File: src/rtl/rr_arbiter4_pkg.sv
// Shared types and helpers for the four-way round-robin arbiter.
// Latency: n/a (declarations only).
// Backpressure: n/a.
package rr_arbiter4_pkg;

    localparam int NUM_REQ = 4;

    typedef enum logic {
        IDLE  = 1'b0,
        GRANT = 1'b1
    } state_t;

    // 2-bit index -> one-hot, inverse of the 4-to-2 encoder mapping (0->0001 ... 3->1000).
    function automatic logic [NUM_REQ-1:0] onehot4(input logic [1:0] idx);
        logic [NUM_REQ-1:0] oh;
        oh = '0;
        oh[idx] = 1'b1;
        return oh;
    endfunction

endpackage

File: src/rtl/rr_arbiter4_pick.sv
// Round-robin winner selection: scans last+1, last+2, last+3, last (mod 4).
// Latency: combinational.
// Backpressure: none; caller decides when to use the result.
module rr_pick4
    import rr_arbiter4_pkg::*;
(
    input  logic [NUM_REQ-1:0] req,
    input  logic [1:0]         last,
    output logic [1:0]         winner,
    output logic               any
);

    logic [1:0] idx;

    // Scan from farthest to nearest so the nearest set bit after last overwrites the rest.
    always_comb begin
        winner = 2'd0;
        any    = 1'b0;
        idx    = 2'd0;
        for (int k = NUM_REQ - 1; k >= 0; k--) begin
            idx = last + 2'(k) + 2'd1;
            if (req[idx]) begin
                winner = idx;
                any    = 1'b1;
            end
        end
    end

endmodule

File: src/rtl/rr_arbiter4.sv
// Four-requester round-robin arbiter with registered one-hot grant, encoded index and optional hold limit.
// Latency: one cycle from sampled request (IDLE) to grant; one idle cycle after every release.
// Backpressure: enable gates only new grants; an active grant is held until request drop or hold limit.
module rr_arbiter4
    import rr_arbiter4_pkg::*;
#(
    parameter int MAX_HOLD = 0,
    parameter int CW       = 8
) (
    input  logic               clk,
    input  logic               rst,
    input  logic               enable,
    input  logic [NUM_REQ-1:0] req,
    output logic [NUM_REQ-1:0] gnt,
    output logic [1:0]         gnt_id,
    output logic               gnt_valid,
    output logic               timeout
);

    localparam logic          HOLD_LIMITED = (MAX_HOLD != 0);
    localparam logic [CW-1:0] HOLD_MAX     = CW'(MAX_HOLD);
    localparam logic [CW-1:0] CNT_SAT      = '1;

    state_t             state_q, state_d;
    logic [NUM_REQ-1:0] gnt_q, gnt_d;
    logic [1:0]         gnt_id_q, gnt_id_d;
    logic               timeout_q, timeout_d;
    logic [CW-1:0]      cnt_q, cnt_d;
    logic [1:0]         last_q, last_d;

    logic [1:0]         pick_winner;
    logic               pick_any;

    rr_pick4 u_pick (
        .req    (req),
        .last   (last_q),
        .winner (pick_winner),
        .any    (pick_any)
    );

    // Next-state and registered-output computation; gnt_id_q doubles as the current winner.
    always_comb begin
        state_d   = state_q;
        gnt_d     = gnt_q;
        gnt_id_d  = gnt_id_q;
        timeout_d = 1'b0;
        cnt_d     = cnt_q;
        last_d    = last_q;
        case (state_q)
            IDLE: begin
                gnt_d    = '0;
                gnt_id_d = 2'd0;
                cnt_d    = '0;
                if (enable && pick_any) begin
                    state_d  = GRANT;
                    gnt_d    = onehot4(pick_winner);
                    gnt_id_d = pick_winner;
                    cnt_d    = CW'(1);
                end
            end
            GRANT: begin
                if (!req[gnt_id_q]) begin
                    state_d  = IDLE;
                    gnt_d    = '0;
                    gnt_id_d = 2'd0;
                    cnt_d    = '0;
                    last_d   = gnt_id_q;
                end else if (HOLD_LIMITED && (cnt_q == HOLD_MAX)) begin
                    state_d   = IDLE;
                    gnt_d     = '0;
                    gnt_id_d  = 2'd0;
                    cnt_d     = '0;
                    last_d    = gnt_id_q;
                    timeout_d = 1'b1;
                end else if (cnt_q != CNT_SAT) begin
                    cnt_d = cnt_q + CW'(1);
                end
            end
            default: begin
                state_d  = IDLE;
                gnt_d    = '0;
                gnt_id_d = 2'd0;
                cnt_d    = '0;
            end
        endcase
    end

    // State and output registers; last resets to 3 so requester 0 wins first.
    always_ff @(posedge clk) begin
        if (rst) begin
            state_q   <= IDLE;
            gnt_q     <= '0;
            gnt_id_q  <= 2'd0;
            timeout_q <= 1'b0;
            cnt_q     <= '0;
            last_q    <= 2'd3;
        end else begin
            state_q   <= state_d;
            gnt_q     <= gnt_d;
            gnt_id_q  <= gnt_id_d;
            timeout_q <= timeout_d;
            cnt_q     <= cnt_d;
            last_q    <= last_d;
        end
    end

    assign gnt       = gnt_q;
    assign gnt_id    = gnt_id_q;
    assign gnt_valid = |gnt_q;
    assign timeout   = timeout_q;

endmodule

File: config.mk
export PLATFORM = sky130hd
export DESIGN_NAME = rr_arbiter4
export DESIGN_NICKNAME = d
export VERILOG_FILES = /design/src/rtl/rr_arbiter4_pkg.sv /design/src/rtl/rr_arbiter4_pick.sv /design/src/rtl/rr_arbiter4.sv
export SDC_FILE = /design/constraint.sdc
export NUM_CORES = 1
export LEC_CHECK = 0
export BUFFER_PORTS_ARGS = -buffer_cell sky130_fd_sc_hd__buf_2
export CAP_MARGIN = 20
export CORE_AREA = 2 2 39 41
export DETAILED_ROUTE_END_ITERATION = 10
export DIE_AREA = 0 0 41 43
export SLEW_MARGIN = 15
export SYNTH_ARGS = -nofsm -noshare
export SYNTH_HDL_FRONTEND = slang
export SYNTH_SLANG_ARGS = --single-unit
File: constraint.sdc
create_clock -name clk -period 2 [get_ports clk]
set_input_delay 0.2 -clock clk [delete_from_list [all_inputs] [get_ports clk]]
set_output_delay 0.2 -clock clk [all_outputs]
set_load 0.005 [all_outputs]
==> out/summary.txt <==
ANT cells: 0
Post-Route WL: 1.019 mm
Max cap viols: 0
Max-slew violation count: 0
Antenna violation net count after detailed routing: 0
Setup violators final: 0
Clock Skew: 1.509 ps
Synthesis-stage register bit count: 9
GPL Wtd Cong: 0.7015
Final global-route overflow total: 0
Drt pass-1 iters: 4
Run status: finished, final reports clean
Leakage dissipation: 0.2484 nW
Post-synthesis cell count: 53
RSZ-0062 raised after global routing: no
Worst vdd ir: 353.6 uV
Cell Area, Placed: 549.3 sq um
Net count, final: 75
Die area: 1763 sq um
Vias: 432
Hold Crit Class: in2reg
IO buf count: 13
Post-synthesis sequential area ratio: 0.3750
DP Wirelength: 771.2 um
WS Path Type: reg2reg
Number of global-route vias before repair: 384
Root Driver: clkbuf_4
Worst-path clk slew: 60 ps
Hold Path Stages: 2
Row Count: 14
Final Cycle Share: 0.7836
Worst setup SP type: register
Total CTS buffers: 3
First-pass GRT wire length: 1.656 mm
Largest net degree at the start of global routing: 12
Worst-Skew Late Latency: 260 ps
CTS max path bufs: 2
Setup WS post-layout: 432.7 ps
Effective utilization at floorplan: 0.3472
# IOs: 15
Endpoint class of the critical path: register
Fmax: 638.0 MHz
Util after Layout: 0.4159
Fraction of registers with async set/reset: 0
Yosys top cell area share: 0.3750
CP max FO: 4
H-tree lvl count: 1
Num Clock Sinks: 9
Total Routing Usage GR: 0.1408
Area Growth Syn to Fin: 19.79%
Final hold vios: 0
Final instance area: 575.6 sq um
Syn_nets: 60
Syn Std Cell Area: 480.5 sq um
Post-route setup TNS: 0 ps
Post-synth EDFFs: 0
Synth Flop Type: dfxtp_1
Dpl ws: 444.1 ps
Hold_buf cts: 0
Syn avg cell area: 9.065 sq um
Initial antenna violation count: 0
Top-count cell post-synth: dfxtp_1
Die X: 41 um
Synth Warn #: 0
CTS tree: yes
DRC Markers: 0
Vias per cell: 5.205
Die H: 43 um
Setup Fix Bufs, Post-CTS: 0
Most frequent cells after synthesis: dfxtp_1 (9), nor2_1 (5)
Cells on worst reg2reg path: 4
Core area: 1384 sq um
Drt wl/cell: 12.28 um
Resized cells post-CTS: 0
Min Tclk post-route: 1567 ps
Power per cell area: 714.5 nW/um^2
Critical path required time: 2150 ps
DRT iter0 DRCs: 10
Layout cell share with drive strength beyond 1: 0.2985
CP arrival: 1720 ps
Top cells by area, synth: dfxtp_1 (38%), mux4_2 (4.7%), nand3b_1 (4.7%)
Synth cell types: 27
Area leader, netlist: dfxtp_1
## stage by stage
step,hold WS (ps),power (W),instances
after floorplan,304.3,0.0002517,53
final,237.5,0.0004112,83
after global placement,467.2,0.0002759,79
after CTS,234.1,0.0004187,83
after global routing,243.8,0.0004390,83
after detailed placement,473.3,0.0002763,79
## layout make-up
class	count	area (sq um)
inverters	2	7.507
fillers	149	808.3
well taps	16	20.02
clock buffers	4	26.28
multi-input cells	39	276.5
flip-flops and latches	9	180.2
repair buffers	13	65.06
## sequential cells by signal, indices dropped and copies added, names as in the netlist
| signal | flops |
|---|---|
| state_q | 1 |
| gnt | 4 |
| last_q | 2 |
| gnt_id | 2 |
## where the power goes
part / total [W] / internal, W / switching [W]
logic: 0.0000737 / 0.0000363 / 0.0000374
clock network: 0.000139 / 0.0000768 / 0.0000623
registers: 0.000198 / 0.000189 / 0.00000920
## worst paths after layout
check | start | endpoint | slack [ps]
hold reg to reg | gnt[2] | gnt[2] | 480
hold / removal | rst | gnt[2] | 240
setup / recovery | gnt_id[0] | last_q[1] | 430
setup reg to reg | gnt_id[0] | last_q[1] | 430
## critical path: stages (launching register included)
cell and delay, ps:
dfxtp_1 380, mux4_2 520, nor2_1 220, nor2b_1 70, a211o_1 260
## cell families after synthesis
kind of cell           Yosys count  synth area share
other                            1          0.007805
and+or+nand+nor                 22            0.2578
muxes                            2           0.06771
AOI/OAI and AO/OA               14            0.2422
buffers and inverters            5           0.04947
DFF                              9            0.3750
## metal layers
metal | part of all wire | global-route usage | wire length, um | vias up
li1 | - | - | - | 223
met1 | 0.50 | 0.2020 | 510 | 196
met2 | 0.43 | 0.1875 | 441 | 11
met3 | 0.050 | 0.03141 | 51 | 2
met4 | 0.015 | 0.08000 | 15 | 0
met5 | 0 | 0 | 0 | -
## cell usage in the layout (no fill, tap or decap), drive strengths merged
master | netlist | routed
buf | 3 | 13
dfxtp | 9 | 9
nor2 | 5 | 5
clkbuf | 0 | 4
nor2b | 3 | 3
nand2 | 3 | 3
a21oi | 3 | 3
nand3b | 3 | 3
or4 | 2 | 2
inv | 2 | 2
nand2b | 2 | 2
o32a | 2 | 2
a211o | 2 | 2
nand4 | 2 | 2
mux2i | 1 | 1
and3 | 1 | 1
a21bo | 1 | 1
mux4 | 1 | 1
and2 | 1 | 1
a21o | 1 | 1
a31o | 1 | 1
o31ai | 1 | 1
a31oi | 1 | 1
a22oi | 1 | 1
o41ai | 1 | 1
conb | 1 | 1
Note: power is estimated with default switching activity, not from simulation.
